## src/rtl/pipeline_hazard_ctrl.sv

```systemverilog
// pipeline_hazard_ctrl
//   Central sequencer for the IF/ID, ID/EX, EX/MEM and MEM/WB pipeline registers.
//   It resolves load-use stalls, taken-branch flushes and multi-cycle data-memory
//   waits, and it latches a sticky fault when a data-memory access times out.
//
// Parameters
//   MEM_TIMEOUT  maximum number of MEM_WAIT cycles before FAULT (>= 1)
//   CNT_W        width of the saturating stall counter
//
// Ports
//   clk, reset                  rising-edge clock, asynchronous active-high reset
//   idex_memread, idex_rd       the instruction in EX is a load, and its destination
//   ifid_rs1, ifid_rs2          source registers of the instruction in ID
//   ex_pc_src                   branch or jump taken, resolved in EX
//   exmem_memop, dmem_ready     memory op in MEM; the memory completes this cycle
//   pc_en                       PC register enable
//   *_en / *_flush              pipeline register enable / load bubble
//                               (a flush wins over the matching enable)
//   dmem_req                    data-memory access request
//   fault                       sticky timeout fault
//   stall_cnt                   saturating count of cycles with pc_en low
//   state                       debug view of the FSM (RUN=0, MEM_WAIT=1, FAULT=2)
//
// Handshake: the memory access in MEM is held (dmem_req=1) until a cycle in which
// dmem_ready=1. That cycle completes the access, and the pipeline advances on the
// same clock edge.
module pipeline_hazard_ctrl #(
    parameter int MEM_TIMEOUT = 16,
    parameter int CNT_W       = 16
) (
    input  logic             clk,
    input  logic             reset,
    input  logic             idex_memread,
    input  logic [4:0]       idex_rd,
    input  logic [4:0]       ifid_rs1,
    input  logic [4:0]       ifid_rs2,
    input  logic             ex_pc_src,
    input  logic             exmem_memop,
    input  logic             dmem_ready,
    output logic             pc_en,
    output logic             ifid_en,
    output logic             ifid_flush,
    output logic             idex_en,
    output logic             idex_flush,
    output logic             exmem_en,
    output logic             memwb_en,
    output logic             memwb_flush,
    output logic             dmem_req,
    output logic             fault,
    output logic [CNT_W-1:0] stall_cnt,
    output logic [1:0]       state
);

    localparam logic [1:0] RUN      = 2'd0;
    localparam logic [1:0] MEM_WAIT = 2'd1;
    localparam logic [1:0] FAULT    = 2'd2;

    localparam int WC_W = $clog2(MEM_TIMEOUT + 1);
    localparam logic [WC_W-1:0] WC_LIMIT = WC_W'(MEM_TIMEOUT);

    logic [1:0]      next_state;
    logic [WC_W-1:0] wait_cnt;
    logic            load_use;
    logic            advance;

    assign load_use = idex_memread && (idex_rd != 5'd0) &&
                      ((idex_rd == ifid_rs1) || (idex_rd == ifid_rs2));

    // The pipeline advances either in RUN when MEM is not blocked, or in the
    // MEM_WAIT cycle where the memory finally answers. In both cases the branch
    // and load-use rules then apply to whatever currently sits in EX and ID.
    assign advance = ((state == RUN) && !(exmem_memop && !dmem_ready)) ||
                     ((state == MEM_WAIT) && dmem_ready);

    always_comb begin
        pc_en       = 1'b0;
        ifid_en     = 1'b0;
        ifid_flush  = 1'b0;
        idex_en     = 1'b0;
        idex_flush  = 1'b0;
        exmem_en    = 1'b0;
        memwb_en    = 1'b0;
        memwb_flush = 1'b0;
        dmem_req    = 1'b0;
        next_state  = state;

        case (state)
            RUN: begin
                dmem_req = exmem_memop;
                if (exmem_memop && !dmem_ready) begin
                    memwb_flush = 1'b1;
                    next_state  = MEM_WAIT;
                end
            end
            MEM_WAIT: begin
                dmem_req = 1'b1;
                if (dmem_ready) begin
                    next_state = RUN;
                end else begin
                    memwb_flush = 1'b1;
                    if (wait_cnt == WC_LIMIT) begin
                        next_state = FAULT;
                    end
                end
            end
            FAULT: begin
                memwb_flush = 1'b1;
            end
            default: begin
                next_state = RUN;
            end
        endcase

        if (advance) begin
            pc_en    = 1'b1;
            ifid_en  = 1'b1;
            idex_en  = 1'b1;
            exmem_en = 1'b1;
            memwb_en = 1'b1;
            // A taken branch squashes the load's consumer, so load-use is moot.
            if (ex_pc_src) begin
                ifid_flush = 1'b1;
                idex_flush = 1'b1;
            end else if (load_use) begin
                pc_en      = 1'b0;
                ifid_en    = 1'b0;
                idex_flush = 1'b1;
            end
        end

        if (reset) begin
            pc_en       = 1'b0;
            ifid_en     = 1'b0;
            ifid_flush  = 1'b0;
            idex_en     = 1'b0;
            idex_flush  = 1'b0;
            exmem_en    = 1'b0;
            memwb_en    = 1'b0;
            memwb_flush = 1'b0;
            dmem_req    = 1'b0;
        end
    end

    always_ff @(posedge clk or posedge reset) begin
        if (reset) begin
            state     <= RUN;
            wait_cnt  <= '0;
            stall_cnt <= '0;
            fault     <= 1'b0;
        end else begin
            state <= next_state;
            if ((state == RUN) && (next_state == MEM_WAIT)) begin
                wait_cnt <= WC_W'(1);
            end else if ((state == MEM_WAIT) && (next_state == MEM_WAIT)) begin
                wait_cnt <= wait_cnt + 1'b1;
            end
            if ((state == MEM_WAIT) && (next_state == FAULT)) begin
                fault <= 1'b1;
            end
            if (!pc_en && (stall_cnt != {CNT_W{1'b1}})) begin
                stall_cnt <= stall_cnt + 1'b1;
            end
        end
    end

endmodule

```

## config.mk

```make
export PLATFORM = sky130hd
export DESIGN_NAME = pipeline_hazard_ctrl
export DESIGN_NICKNAME = d
export VERILOG_FILES = /design/src/rtl/pipeline_hazard_ctrl.sv
export SDC_FILE = /design/constraint.sdc
export NUM_CORES = 1
export LEC_CHECK = 0
export ABC_AREA = 1
export BUFFER_PORTS_ARGS = -buffer_cell sky130_fd_sc_hd__buf_2
export CAP_MARGIN = 0
export CORE_AREA = 8 8 67 69
export CTS_CLUSTER_DIAMETER = 120
export DETAILED_ROUTE_END_ITERATION = 8
export DIE_AREA = 0 0 75 77
export MAX_ROUTING_LAYER = met4
export PLACE_DENSITY = 0.88
export SLEW_MARGIN = 20
export SYNTH_ARGS = -nofsm -noshare
export SYNTH_HDL_FRONTEND = slang
export SYNTH_SLANG_ARGS = --single-unit
```

## constraint.sdc

```tcl
create_clock -name clk -period 1.8 [get_ports clk]
set_clock_uncertainty 0.1 [all_clocks]
set_input_delay 0 -clock clk [delete_from_list [all_inputs] [get_ports clk]]
set_output_delay 0 -clock clk [all_outputs]
set_load 0.01 [all_outputs]
```

# After elaboration in Yosys (flattened, before gate mapping)
# Cells that the tools add are included.
classes:
  n_mux: 25
  reduce_logical: 17
  eq_ne: 8
  n_addsub: 2
ops:
  columns: ["operator", "n"]
  rows:
  - ["2-to-1 mux 1 bit", 17]
  - ["adder 16 x 1 -> 16 bit, second input constant", 1]
  - ["!= test 16 bit, second input constant", 1]
  - ["equality test 5 bit", 2]
  - ["2-to-1 mux 5 bit", 2]
  - ["logical AND 1 bit", 9]
  - ["2-to-1 mux 2 bit", 3]
  - ["one-hot mux 2 bit (3 select lines)", 1]
  - ["adder 5 x 1 -> 5 bit, second input constant", 1]
  - ["equality test 5 bit, second input constant", 1]
  - ["nonzero test 5 bit", 1]
  - ["equality test 2 x 1 -> 1 bit, second input constant", 2]
  - ["equality test 2 bit, second input constant", 2]
  - ["logical NOT 1 bit", 3]
  - ["one-hot mux 1 bit (3 select lines)", 1]
  - ["logical NOT 2 bit", 1]
  - ["logical OR 1 bit", 2]
  - ["one-hot mux 1 bit (2 select lines)", 1]
  - ["nonzero test 2 bit", 1]
word_totals:
  ff_bits: 24
  output_inout_bits: 28
  inputBits: 21

# Depth between registers and ports, before layout
logic_depth:
  ltp_word: 9
  ltp_mapped: 12
  mapped_depth_nobuf: 11

# Worst setup path after synthesis
# No wires, ideal clock.
synth_path:
  path_kind: "reg2reg"
  from: "register stall_cnt[0]"
  to: "register stall_cnt[13]"
  setup_slack_ns: 0.104
  n_path_buf: 1
  stages_incl_launch_ff: 8
  synth_period_minus_slack_ns: 1.696
  arrival_time_ns: 1.479
  required_time_ns: 1.583
  path_cell_list: "dfrtp_1 > ha_1 > nand3_1 > nor3_2 > nand2_2 > buf_2 > nand4_1 > nand2_1"
synth_via:
  elab_chain_cells: 2
  word_cells_on_any_way: 3
  cone_classes: "add/sub: 1; eq/ne: 1; reduce/logical: 1"
synth_rtl:
  columns: ["element", "line_no", "text"]
  rows:
  - ["start: declaration", "50", "output logic [CNT_W-1:0] stall_cnt,"]
  - ["start signal: assignment", "161", "stall_cnt <= stall_cnt + 1'b1;"]
  - ["branches (longest 2 deep; another with adder 16 x 1 -> 16 bit)", null, null]
# Several ways; the timed one is not identified.
# A chain may end at the register's enable or synchronous reset.

# Final worst setup path
layout_path:
  from: "register state[0]"
  to: "output port ifid_en"
layout_via:
  elab_chain_cells: 5
  word_cells_on_any_way: 7
  cone_classes: "eq/ne: 1; mux: 2; reduce/logical: 4"
layout_rtl:
  columns: ["element", "line_no", "text"]
  rows:
  - ["start: declaration", "51", "output logic [1:0] state"]
  - ["start signal: assignment", "151", "state <= next_state;"]
  - ["equality test 2 x 1 -> 1 bit / logical NOT 2 bit (equally long branches)", "73, 72", null]
  - ["logical AND 1 bit, on equally long branches", "73, 72", null]
  - ["logical OR 1 bit (*)", "72", "assign advance = ((state == RUN) && !(exmem_memop && !dmem_ready)) ||"]
  - ["2-to-1 mux 1 bit (*)", "114", "if (advance) begin"]
  - ["2-to-1 mux 1 bit (*)", "131", "if (reset) begin"]
  - ["end: declaration", "41", "output logic ifid_en,"]
# Every way passes the cells marked *; elsewhere a longest branch is shown, timed or not.

==> run_results.csv <==
group,metric,value,unit
critical_path,r2r_cells,7,
die,fp.dieH,77,um
timing,slew_headroom,75.8,%
place,dp_hpwl,3470,um
synth,yosysSeqAreaShare,34.8,%
finish,n_antenna_cell,0,
clock_network,cts_tree,"built",
critical_path,worst_ep_arrival_time,1600,ps
critical_path,cp-start-kind,"flip-flop",
synth,synth_seq_cells,24,
critical_path,critical_path.max_stage_delay,440,ps
die,start_util,49.4,%
finish,drive_above_1_share,26.6,%
place,dp_cells,346,
timing,worst_pin_slew,360,ps
place,io_buffer_count,48,
critical_path,cp_slowest_cell,"dfrtp_1",
drt,via_count,1808,
synth,async_reset_ff_share,100,%
timing,period_needed,1700,ps
grt,grt_usage,16.0,%
clock_network,cts-root-buf,"clkbuf_4",
synth,synth_area,0.00173,mm2
critical_path,path_cells,"nor2_2 -> o21ai_2 -> nor2_4 -> nand2_8 -> nand2_1 -> buf_2",
synth,ys_warn_count,0,
critical_path,crit_type,"flip-flop to output port",
finish,fillers,316,
critical_path,crit-reg2reg-launch,"stall_cnt[1]$_DFFE_PP0P_",
power,p_leak,1.23,nW
synth,synth_cell_types,28,
finish,stdcell_count,353,
timing,max_freq,587,MHz
synth,avgSynthCellArea,7.00,um2
power,p_per_area,402,mW/mm2
timing,drv_slew,0,
critical_path,worst_setup_path_end_kind,"output port",
drt,post_drt_wl_per_cell,12.8,um
drt,drt-pass1-iter-count,4,
finish,syn_to_final_growth,24.3,%
drt,drtAntennaViolNets,0,
die,boundaryPins,49,
timing,finalCritPeriodShare,94.7,%
min_path,whs_endpoint,"stall_cnt[12]$_DFFE_PP0P_",
timing,hold_viol,0,
die,die_x,75,um
clock_network,clk_latency,310,ps
critical_path,cp.required,1700,ps
min_path,hold_path_depth,5,
grt,overflow,0,
grt,antenna_found_initial,0,
synth,syn_inst,247,
drt,drcViolationCount,0,
finish,final_cell_mix,"nand2_1 (83), buf_2 (48), inv_1 (31), dfrtp_1 (23), nand4_1 (21)",
die,coreArea,0.00350,mm2
critical_path,r2r_setup_slack,170,ps
clock_network,cts_sinks,24,
synth,syn-num-nets,271,
clock_network,clock_path_buffers,2,
min_path,worstHoldStart,"ex_pc_src",
grt,grt_pass1_wl,7440,um
critical_path,path_buf_inv,1,
die,fp-row-count,22,
finish,layout.cells.most_common,"nand2_1",
clock_network,path_clk_slew,130,ps
drt,vias_per_cell,5.12,
place,gp_congestion,0.927,
run,maxCapViolCount,0,
finish,fin_nets,331,
grt,grt_start_max_net_pins,25,
drt,finalWirelength,4510,um
min_path,hold_path_class,"input port to flip-flop",
die,die-area,0.00578,mm2
status,status,"completed",
timing,finalSetupViolations,0,
clock_network,htreeDepth,1,
synth,ys.flop_type,"dfrtp_1",
drt,drt_iter0_drc,139,
critical_path,reg2reg_to,"stall_cnt[4]$_DFFE_PP0P_",
clock_network,cts_buffers,3,
critical_path,cp_top_family,"simple AND/OR/NAND/NOR gates",
power,vdd.ir_drop.worst,0.297,mV
synth,synth_edf_count,0,
critical_path,crit_fanout,19,
grt,grt_pass1_vias,1760,
timing,final.setup.tns,0,ps
[layout make-up]
class / count / area [um2] / area share [%]
clock buffer: 3 / 22.5 / 1.05
inverter: 32 / 120 / 5.59
timing repair buffer: 64 / 365 / 17.0
tap: 48 / 60.1 / 2.80
multi-input combinational: 182 / 978 / 45.5
sequential: 24 / 602 / 28.0
[per-stage QoR]
stage               power, mW  setup WS, ps  hold WS [ps]  cell area [um2]  utilization [%]
finish                  0.863          95.5          85.1             2150             61.5
global route            0.902         -21.8          93.0             2150             61.5
CTS                     0.868          51.5          84.7             2100             60.1
detailed placement      0.633          96.1          40.4             2060             58.8
global placement        0.630           145          32.5             2060             58.8
floorplan               0.592           104         -77.0             1730                -
[Yosys cell counts (all sizes together), types with 5 or more instances]
master / count / share of area (%)
nand2: 88 / 20
nand3: 13 / 4.5
nor2: 21 / 5.0
buf: 9 / 3.5
xor2: 8 / 4.1
nand4: 21 / 7.6
xnor2: 5 / 2.5
o21ai: 7 / 2.2
inv: 32 / 7.0
dfrtp: 24 / 35
nor3: 7 / 2.9
[report_power, final]
group / internal [mW] / total (mW) / leakage (nW) / switching, mW
Combinational: 0.0373 / 0.0878 / 0.924 / 0.0505
Clock: 0.0783 / 0.236 / 0.0138 / 0.158
Sequential: 0.539 / 0.539 / 0.288 / 0
Total: 0.655 / 0.863 / 1.23 / 0.208
[kinds of logic (layout without fill, tap and decap cells)]
group                    Yosys count  after routing  share of synthesized area, %
AO/OA/AOI/OAI                     12             12                          4.13
buffers and inverters             41             99                          10.5
adder cells (fa/ha/maj)            3              3                          2.17
AND/OR/NAND/NOR                  154            154                          41.9
flip-flops                        24             24                          34.8
XOR/XNOR                          13             13                          6.59
[layer usage]
layer | GRT usage [%] | part of all wire, %
met5 | - | 0
met4 | 4.31 | 0.82
met3 | 2.86 | 7.5
met2 | 28.0 | 49
met1 | 17.8 | 42
[repair_timing]
| item | 4_1_cts | 5_1_grt |
|---|---|---|
| buffers inserted | 0 | 2 |
| hold buffers | 2 | 0 |
| resized for setup | 1 | 7 |
| pin swaps | 0 | 2 |
| gates cloned | 0 | 0 |
| endpoints found under the setup margin | 1 | 19 |
| endpoints found under the hold margin | 28 | 0 |
[worst max-delay path by stage]
stage	from	to	slack, ps	depth (start not counted)
after floorplan	stall_cnt[0]$_DFFE_PP0P_	stall_cnt[13]$_DFFE_PP0P_	100	7
after global placement	stall_cnt[0]$_DFFE_PP0P_	stall_cnt[6]$_DFFE_PP0P_	150	7
after detailed placement	stall_cnt[1]$_DFFE_PP0P_	stall_cnt[1]$_DFFE_PP0P_	100	7
after CTS	state[0]$_DFF_PP0_	ifid_en	50	6
after global routing	state[0]$_DFF_PP0_	ifid_en	-20	6
final	state[0]$_DFF_PP0_	ifid_en	100	6
[flip-flops by register name, summed over array words and instances (netlist names)]
signal,count
fault,1
stall_cnt,16
state,2
wait_cnt,5
[tightest hold or removal path: stages]
cell and delay, ps:
buf_2 110, nand2_4 80, buf_4 170, nand4_1 80
nand2_1 50
(Power assumes the default switching activity.)
